### src/rtl/parking_pkg.sv
// Shared types and BCD helpers for the parking-lot occupancy counter.
package parking_pkg;

  typedef enum logic [2:0] {
    IDLE = 3'd0,
    EN1  = 3'd1,
    EN2  = 3'd2,
    EN3  = 3'd3,
    EX1  = 3'd4,
    EX2  = 3'd5,
    EX3  = 3'd6
  } gate_state_t;

  typedef logic [3:0] bcd_digit_t;

  localparam bcd_digit_t DIGIT_MAX = 4'd9;
  localparam bcd_digit_t DIGIT_MIN = 4'd0;

  function automatic logic [7:0] to_bcd8(input int unsigned value);
    bcd_digit_t tens;
    bcd_digit_t ones;
    tens = bcd_digit_t'((value / 32'd10) % 32'd10);
    ones = bcd_digit_t'(value % 32'd10);
    return {tens, ones};
  endfunction

  // 99 and 00 are held rather than wrapped so digits can never leave 0..9.
  function automatic logic [7:0] bcd_inc8(input logic [7:0] value);
    bcd_digit_t tens;
    bcd_digit_t ones;
    tens = value[7:4];
    ones = value[3:0];
    if (value == 8'h99) begin
      return value;
    end else if (ones == DIGIT_MAX) begin
      return {tens + 4'd1, DIGIT_MIN};
    end else begin
      return {tens, ones + 4'd1};
    end
  endfunction

  function automatic logic [7:0] bcd_dec8(input logic [7:0] value);
    bcd_digit_t tens;
    bcd_digit_t ones;
    tens = value[7:4];
    ones = value[3:0];
    if (value == 8'h00) begin
      return value;
    end else if (ones == DIGIT_MIN) begin
      return {tens - 4'd1, DIGIT_MAX};
    end else begin
      return {tens, ones - 4'd1};
    end
  endfunction

endpackage

### src/rtl/parking_lot_counter_car_detect.sv
// Gate sensor synchroniser plus entry/exit sequence FSM; pulses are a decode of
// registered state and synchronised inputs, registered again by the parent.
module car_detect
  import parking_pkg::*;
(
  input  logic clk,
  input  logic reset,
  input  logic a,
  input  logic b,
  output logic enter_pulse,
  output logic exit_pulse
);

  logic        r_a_meta;
  logic        r_a_sync;
  logic        r_b_meta;
  logic        r_b_sync;
  gate_state_t r_state;
  gate_state_t w_next;
  logic [1:0]  w_ab;
  logic        w_enter;
  logic        w_exit;

  assign w_ab = {r_a_sync, r_b_sync};

  // Two-flop synchronisers and the FSM state register.
  always_ff @(posedge clk or posedge reset) begin
    if (reset) begin
      r_a_meta <= 1'b0;
      r_a_sync <= 1'b0;
      r_b_meta <= 1'b0;
      r_b_sync <= 1'b0;
      r_state  <= IDLE;
    end else begin
      r_a_meta <= a;
      r_a_sync <= r_a_meta;
      r_b_meta <= b;
      r_b_sync <= r_b_meta;
      r_state  <= w_next;
    end
  end

  // Next-state and recognition decode; EX* mirrors EN* with a and b swapped.
  always_comb begin
    w_next  = r_state;
    w_enter = 1'b0;
    w_exit  = 1'b0;
    case (r_state)
      IDLE: begin
        case (w_ab)
          2'b10:   w_next = EN1;
          2'b01:   w_next = EX1;
          default: w_next = IDLE;
        endcase
      end
      EN1: begin
        case (w_ab)
          2'b11:   w_next = EN2;
          2'b10:   w_next = EN1;
          default: w_next = IDLE;
        endcase
      end
      EN2: begin
        case (w_ab)
          2'b01:   w_next = EN3;
          2'b10:   w_next = EN1;
          2'b11:   w_next = EN2;
          default: w_next = IDLE;
        endcase
      end
      EN3: begin
        case (w_ab)
          2'b00: begin
            w_next  = IDLE;
            w_enter = 1'b1;
          end
          2'b11:   w_next = EN2;
          2'b01:   w_next = EN3;
          default: w_next = IDLE;
        endcase
      end
      EX1: begin
        case (w_ab)
          2'b11:   w_next = EX2;
          2'b01:   w_next = EX1;
          default: w_next = IDLE;
        endcase
      end
      EX2: begin
        case (w_ab)
          2'b10:   w_next = EX3;
          2'b01:   w_next = EX1;
          2'b11:   w_next = EX2;
          default: w_next = IDLE;
        endcase
      end
      EX3: begin
        case (w_ab)
          2'b00: begin
            w_next = IDLE;
            w_exit = 1'b1;
          end
          2'b11:   w_next = EX2;
          2'b10:   w_next = EX3;
          default: w_next = IDLE;
        endcase
      end
      default: w_next = IDLE;
    endcase
  end

  assign enter_pulse = w_enter;
  assign exit_pulse  = w_exit;

endmodule

### src/rtl/parking_lot_counter.sv
// Parking-lot occupancy counter: detects car entries/exits and keeps a
// saturating 2-digit BCD count for the HEX display.
module parking_lot_counter
  import parking_pkg::*;
#(
  parameter int unsigned MAX_COUNT = 32'd25
) (
  input  logic       clk,
  input  logic       reset,
  input  logic       a,
  input  logic       b,
  output logic [7:0] bcd,
  output logic       enter_pulse,
  output logic       exit_pulse,
  output logic       full,
  output logic       empty
);

  localparam logic [7:0] MAX_BCD = to_bcd8(MAX_COUNT);

  logic       w_enter;
  logic       w_exit;
  logic [7:0] w_bcd_next;
  logic [7:0] r_bcd;
  logic       r_enter_pulse;
  logic       r_exit_pulse;

  car_detect u_car_detect (
    .clk         (clk),
    .reset       (reset),
    .a           (a),
    .b           (b),
    .enter_pulse (w_enter),
    .exit_pulse  (w_exit)
  );

  // Saturating count update; pulses still fire when the count is pinned.
  always_comb begin
    w_bcd_next = r_bcd;
    if (w_enter && (r_bcd != MAX_BCD)) begin
      w_bcd_next = bcd_inc8(r_bcd);
    end else if (w_exit && (r_bcd != 8'h00)) begin
      w_bcd_next = bcd_dec8(r_bcd);
    end else begin
      w_bcd_next = r_bcd;
    end
  end

  // Count and pulse registers share the recognition edge.
  always_ff @(posedge clk or posedge reset) begin
    if (reset) begin
      r_bcd         <= 8'h00;
      r_enter_pulse <= 1'b0;
      r_exit_pulse  <= 1'b0;
    end else begin
      r_bcd         <= w_bcd_next;
      r_enter_pulse <= w_enter;
      r_exit_pulse  <= w_exit;
    end
  end

  assign bcd         = r_bcd;
  assign enter_pulse = r_enter_pulse;
  assign exit_pulse  = r_exit_pulse;
  assign full        = (r_bcd == MAX_BCD);
  assign empty       = (r_bcd == 8'h00);

endmodule

### config.mk
export PLATFORM = sky130hd
export DESIGN_NAME = parking_lot_counter
export DESIGN_NICKNAME = d
export VERILOG_FILES = /design/src/rtl/parking_pkg.sv /design/src/rtl/parking_lot_counter_car_detect.sv /design/src/rtl/parking_lot_counter.sv
export SDC_FILE = /design/constraint.sdc
export NUM_CORES = 1
export LEC_CHECK = 0
export ABC_AREA = 1
export BUFFER_PORTS_ARGS = -buffer_cell sky130_fd_sc_hd__buf_4
export CAP_MARGIN = 10
export CELL_PAD_IN_SITES_DETAIL_PLACEMENT = 0
export CELL_PAD_IN_SITES_GLOBAL_PLACEMENT = 1
export CORE_MARGIN = 2
export CORE_UTILIZATION = 30
export DETAILED_ROUTE_END_ITERATION = 10
export PLACE_DENSITY_LB_ADDON = 0.05
export SETUP_SLACK_MARGIN = 0.15
export SLEW_MARGIN = 20
export SYNTH_ARGS = -nofsm -noshare
export SYNTH_HDL_FRONTEND = slang
export SYNTH_SLANG_ARGS = --single-unit
export TNS_END_PERCENT = 50
### constraint.sdc
create_clock -name clk -period 5.05 [get_ports clk]
set_clock_uncertainty 0.05 [all_clocks]
set_input_delay 0.505 -clock clk [delete_from_list [all_inputs] [get_ports clk]]
set_output_delay 0.505 -clock clk [all_outputs]
set_load 0.005 [all_outputs]
# --- Word-level counts from Yosys, hierarchy flattened ---
# Cells that the tools add are included.
# W data, S select, Z words.
op_classes:
  n_eq_ne: 16
  n_addsub: 4
  muxes: 17
  n_reduce_logical: 11
ops:
  columns: ["operator", "n"]
  rows:
  - ["$mux W8", 6]
  - ["$pmux W3 S7", 1]
  - ["$pmux W3 S2", 3]
  - ["$eq A3 B3 Y1 const B", 3]
  - ["$pmux W3 S3", 1]
  - ["$add A4 B1 Y4 const B", 2]
  - ["$eq A8 B6 Y1 const B", 1]
  - ["$eq A8 B8 Y1 const B", 1]
  - ["$logic_not A8 Y1", 1]
  - ["$ne A8 B6 Y1 const B", 1]
  - ["$pmux W2 S2", 2]
  - ["$reduce_bool A8 Y1", 1]
  - ["$sub A4 B1 Y4 const B", 2]
  - ["$eq A3 B2 Y1 const B", 2]
  - ["$pmux W2 S3", 1]
  - ["$reduce_and A5 Y1", 1]
  - ["$eq A2 B2 Y1 const B", 2]
  - ["$eq A4 B4 Y1 const B", 1]
  - ["$logic_not A4 Y1", 1]
  - ["$ne A2 B1 Y1 const B", 2]
  - ["$reduce_bool A2 Y1", 2]
  - ["$eq A3 B1 Y1 const B", 1]
  - ["$logic_not A3 Y1", 1]
  - ["$mux W1", 3]
  - ["other kinds (5)", 6]
word_totals:
  out_inout_bits: 12
  in_bits: 4
  word_cells: 57
  regBits: 17

# --- Longest topological paths before layout ---
logic_depth:
  depth_word: 6
  ltp_mapped: 11
  depth_no_buf: 11

# --- Hierarchy ---
# From an unflattened synthesis, not the netlist that was laid out.
hier_totals:
  hier_cells: 176
  area_unflattened_um2: 1287.5
modules_own_cells:
  columns: ["mod", "area_each_um2", "n_inst", "seq_area_each_um2", "cells_each"]
  rows:
  - ["parking_lot_counter", 820.8, 1, 250.2, 120]
  - ["car_detect", 466.7, 1, 175.2, 56]

# --- Least setup slack after synthesis ---
# Ideal clock, no wire load.
synth_timing:
  kind: "reg-to-reg"
  start: "register r_bcd[4], in the netlist bcd[4]"
  end: "register r_bcd[0], in the netlist bcd[0]"
  path_buffers: 1
  path_stages_with_launch: 10
  slack_ps: 3419
  setup_ps: 132
  t_required_ps: 4868
  arrival_ps: 1449
  synth_period_minus_slack_ps: 1631
  cell_sequence: "dfrtp_1 inv_1 ha_1 nand2_1 nor2_2 nand2_4 nand3_2 nand2_2 buf_6 xor2_1"
synth_between:
  elab_chain_len: 4
  word_cells_on_any_way: 11
  cone_classes: "4 x eq/ne; 1 x mux; 6 x reduce/logical"
synth_rtl:
  columns: ["element", "line", "rtl"]
  rows:
  - ["start: declaration", "parking_lot_counter.sv:24", "logic [7:0] r_bcd;"]
  - ["start signal: assignment", "parking_lot_counter.sv:56", "r_bcd <= w_bcd_next;"]
  - ["$ne A8 B6 Y1 / $reduce_bool A8 Y1 (equally long branches)", "parking_lot_counter.sv:40, parking_lot_counter.sv:42", null]
  - ["$logic_and A1 B1 Y1, on equally long branches", "parking_lot_counter.sv:40, parking_lot_counter.sv:42", null]
  - ["$ne A2 B2 Y1 (no source line), or another cell as far along", null, null]
  - ["$reduce_and A3 Y1 (no source line)", null, null]
# Parallel ways exist; a longest one is shown, timed or not.
# A chain may end at the register's enable or synchronous reset.

# --- Worst setup path after layout ---
layout_timing:
  start: "register r_bcd[4], in the netlist bcd[4]"
  end: "output full"
layout_between:
  elab_chain_len: 1
layout_rtl:
  columns: ["element", "line", "rtl"]
  rows:
  - ["$eq A8 B6 Y1", "parking_lot_counter.sv:65", "assign full = (r_bcd == MAX_BCD);"]
  - ["end: declaration", "parking_lot_counter.sv:15", "output logic full,"]
# No other way between the ends.

==> results.sh <==
export IMPL_status="complete, no violations"
export IMPL_r2r_start="bcd[4]"
export IMPL_synth_top_cell_by_area="dfrtp_1"
export IMPL_drt_total_wl_um=2880
export IMPL_fin_setup_tns_ns=0
export IMPL_worst_slew_pin_slew_ns=0.645
export IMPL_die_w_um=69.4
export IMPL_worst_setup_path_start_kind="flip-flop"
export IMPL_hold_viol=0
export IMPL_drtIter0Drc=52
export IMPL_yosysTopAreaCellShare_pct=33.1
export IMPL_hold_path_class="primary input to async pin"
export IMPL_initial_core_util_pct=31.7
export IMPL_num_vias=1100
export IMPL_setup_viol=0
export IMPL_io_buffer_count=15
export IMPL_fin_nets=205
export IMPL_fin_total_pwr_uw=707
export IMPL_antenna_found_initial=0
export IMPL_die_height_um=69.4
export IMPL_grt_max_degree=18
export IMPL_cp_slowest_cell="dfrtp_1"
export IMPL_r2r_slack_ns=3.27
export IMPL_num_antenna_cells=0
export IMPL_gp_congestion=0.773
export IMPL_cts_resized=0
export IMPL_die_area_sq_um=4820
export IMPL_worstPathMaxFanout=7
export IMPL_cp_cell_sequence="inv_1, ha_1, nand3_1, nor2_1, buf_4"
export IMPL_area_delta_synth_final_pct=15.9
export IMPL_crit_required_ns=4.49
export IMPL_ys_seq_area_share_pct=33.1
export IMPL_slew_violations=0
export IMPL_drt_first_pass_iters=4
export IMPL_netlist_area_sq_um=1280
export IMPL_synth_seq_cells=17
export IMPL_clkSinkCount=17
export IMPL_cts_made_buffers=3
export IMPL_rows=23
export IMPL_cts_setup_buffers=0
export IMPL_maxCapViolCount=0
export IMPL_drc=0
export IMPL_clkTransAtPathRegs_ns=0.07
export IMPL_drt_vias_per_instance=4.64
export IMPL_final_common_cell="nand2_1"
export IMPL_worstSkewPairLatency_ns=0.25
export IMPL_grt_overflow=0
export IMPL_core_sq_um=4060
export IMPL_grt_pass1_wl_um=5220
export IMPL_final_cell_mix="nand2_1 (44), inv_1 (21), dfrtp_1 (17), nand3_1 (16)"
export IMPL_post_route_util_pct=36.7
export IMPL_rsz0062_at_grt="no"
export IMPL_synth_area_top_cells="dfrtp_1 (33%), nand2_1 (13%), ha_1 (13%), nand3_1 (6.2%), inv_1 (6.1%)"
export IMPL_slew_headroom_pct=56.9
export IMPL_root_buffer="clkbuf_8"
export IMPL_track_usage_pct=13.2
export IMPL_netlist_instances=170
export IMPL_ant_nets=0
export IMPL_timing_critical_path_buf_inv=2
export IMPL_grt_pass1_vias=1132
export IMPL_critical_path_max_stage_delay_ns=0.44
export IMPL_num_fill_cells=431
export IMPL_r2r_cells=11
export IMPL_fin_crit_ns=2.00
export IMPL_fmaxAchievable_mhz=500
export IMPL_crit_type="flip-flop to output port"
export IMPL_drive_above_1_share_pct=20.3
export IMPL_peakVddDrop_mv=0.226
export IMPL_worstReg2RegEnd="bcd[6]"
export IMPL_p_per_area_nw_per_um2=475
export IMPL_crit_family="flip-flops"
export IMPL_finalCritPeriodShare_pct=39.6
export IMPL_ios=16
export IMPL_wl_per_cell_um=12.2
export IMPL_p_leak_uw=0.000767
export IMPL_postCtsHoldBufs=0
export IMPL_endpoint_kind="output port"
export IMPL_yosysUniqueCellTypes=25
export IMPL_syn_num_nets=187
export IMPL_ctsLongestPathBuffers=2
export IMPL_arrival_ns=1.45
export IMPL_synth_area_per_cell_sq_um=7.56
export IMPL_htree_levels=1
export IMPL_yosysWarnings=0
export IMPL_post_dp_hpwl_um=2310
export IMPL_cts_tree="done"
worst register-to-register path: stages, from the launching register on:
cell and delay (ns):
dfrtp_1 0.44, inv_1 0.20, ha_1 0.21, nand2_1 0.07
nor2_2 0.15, nand2_4 0.08, nand2_4 0.12, nand2_2 0.08
nand2_4 0.08, nand2_2 0.08, nand2_1 0.07, nand2_1 0.06
kinds of logic (layout without fill, tap and decap cells):
kind of cell    after synthesis  in the layout  share of synthesized area (%)
simple gates                 97             97                           37.3
buf+inv                      25             42                           7.98
flops                        17             17                           33.1
compound gates               15             15                           6.91
fa+ha+maj                    13             13                           12.7
xor+xnor                      3              3                           2.05
state kept, by name, indices dropped and copies added (netlist names):
name	flops
bcd	8
u_car_detect.r_state	3
enter_pulse	1
exit_pulse	1
u_car_detect.r_a_meta	1
u_car_detect.r_a_sync	1
u_car_detect.r_b_meta	1
u_car_detect.r_b_sync	1
synthesized netlist by cell type:
library cell  instances
nor2_1               15
ha_1                 13
o21ai_2               2
o211ai_1              1
buf_6                 1
a21oi_1               1
nand2_2               4
nand3_1              16
o21ai_1               1
buf_2                 1
inv_2                 2
or2_2                 1
nand3_2               3
o21ai_0               9
xor2_1                2
inv_1                21
xnor2_1               1
dfrtp_1              17
nor2_4                3
o2111ai_1             1
nand4_1               5
nor2_2                2
nand2_1              44
nor3_1                1
nand2_4               3
area by class of cell:
| type | instances | area, sq um | area share [%] |
|---|---|---|---|
| clock buffers | 4 | 45.0 | 3.03 |
| inverters | 23 | 86.3 | 5.80 |
| multi-input cells | 128 | 757 | 50.8 |
| flip-flops and latches | 17 | 425 | 28.6 |
| well taps | 50 | 62.6 | 4.20 |
| repair buffers | 15 | 113 | 7.56 |
power breakdown:
part,total (uW),switching (uW),internal [uW],leakage (uW)
registers,232,63.4,169,0.000222
clock network,101,45.5,56.0,0.0000228
logic,374,222,151,0.000522
through the flow:
step           setup WS (ns)  hold slack [ns]  std cells  instance area [sq um]
6_report                3.05            0.294        237                   1490
5_1_grt                 2.92            0.294        237                   1490
4_1_cts                 3.02            0.300        237                   1490
3_5_place_dp            3.26            0.285        233                   1440
3_3_place_gp            3.30            0.281        233                   1440
2_1_floorplan           3.42            0.281        170                   1280
metal layers:
metal,up-vias,track usage (%),wire length [um]
met4,0,1.31,8
met1,499,17.9,1430
li1,575,-,-
met2,24,21.9,1340
met3,2,3.63,110
met5,-,0,0
how the worst max path moves through the flow:
| stage | from | end | cells past startpoint |
|---|---|---|---|
| after floorplan | bcd[4] | bcd[0] | 9 |
| after global placement | bcd[4] | bcd[5] | 11 |
| after detailed placement | bcd[4] | bcd[6] | 10 |
| after CTS | bcd[4] | full | 5 |
| after global routing | bcd[4] | full | 5 |
| final | bcd[4] | full | 5 |
Note: power is estimated with default switching activity, not from simulation.
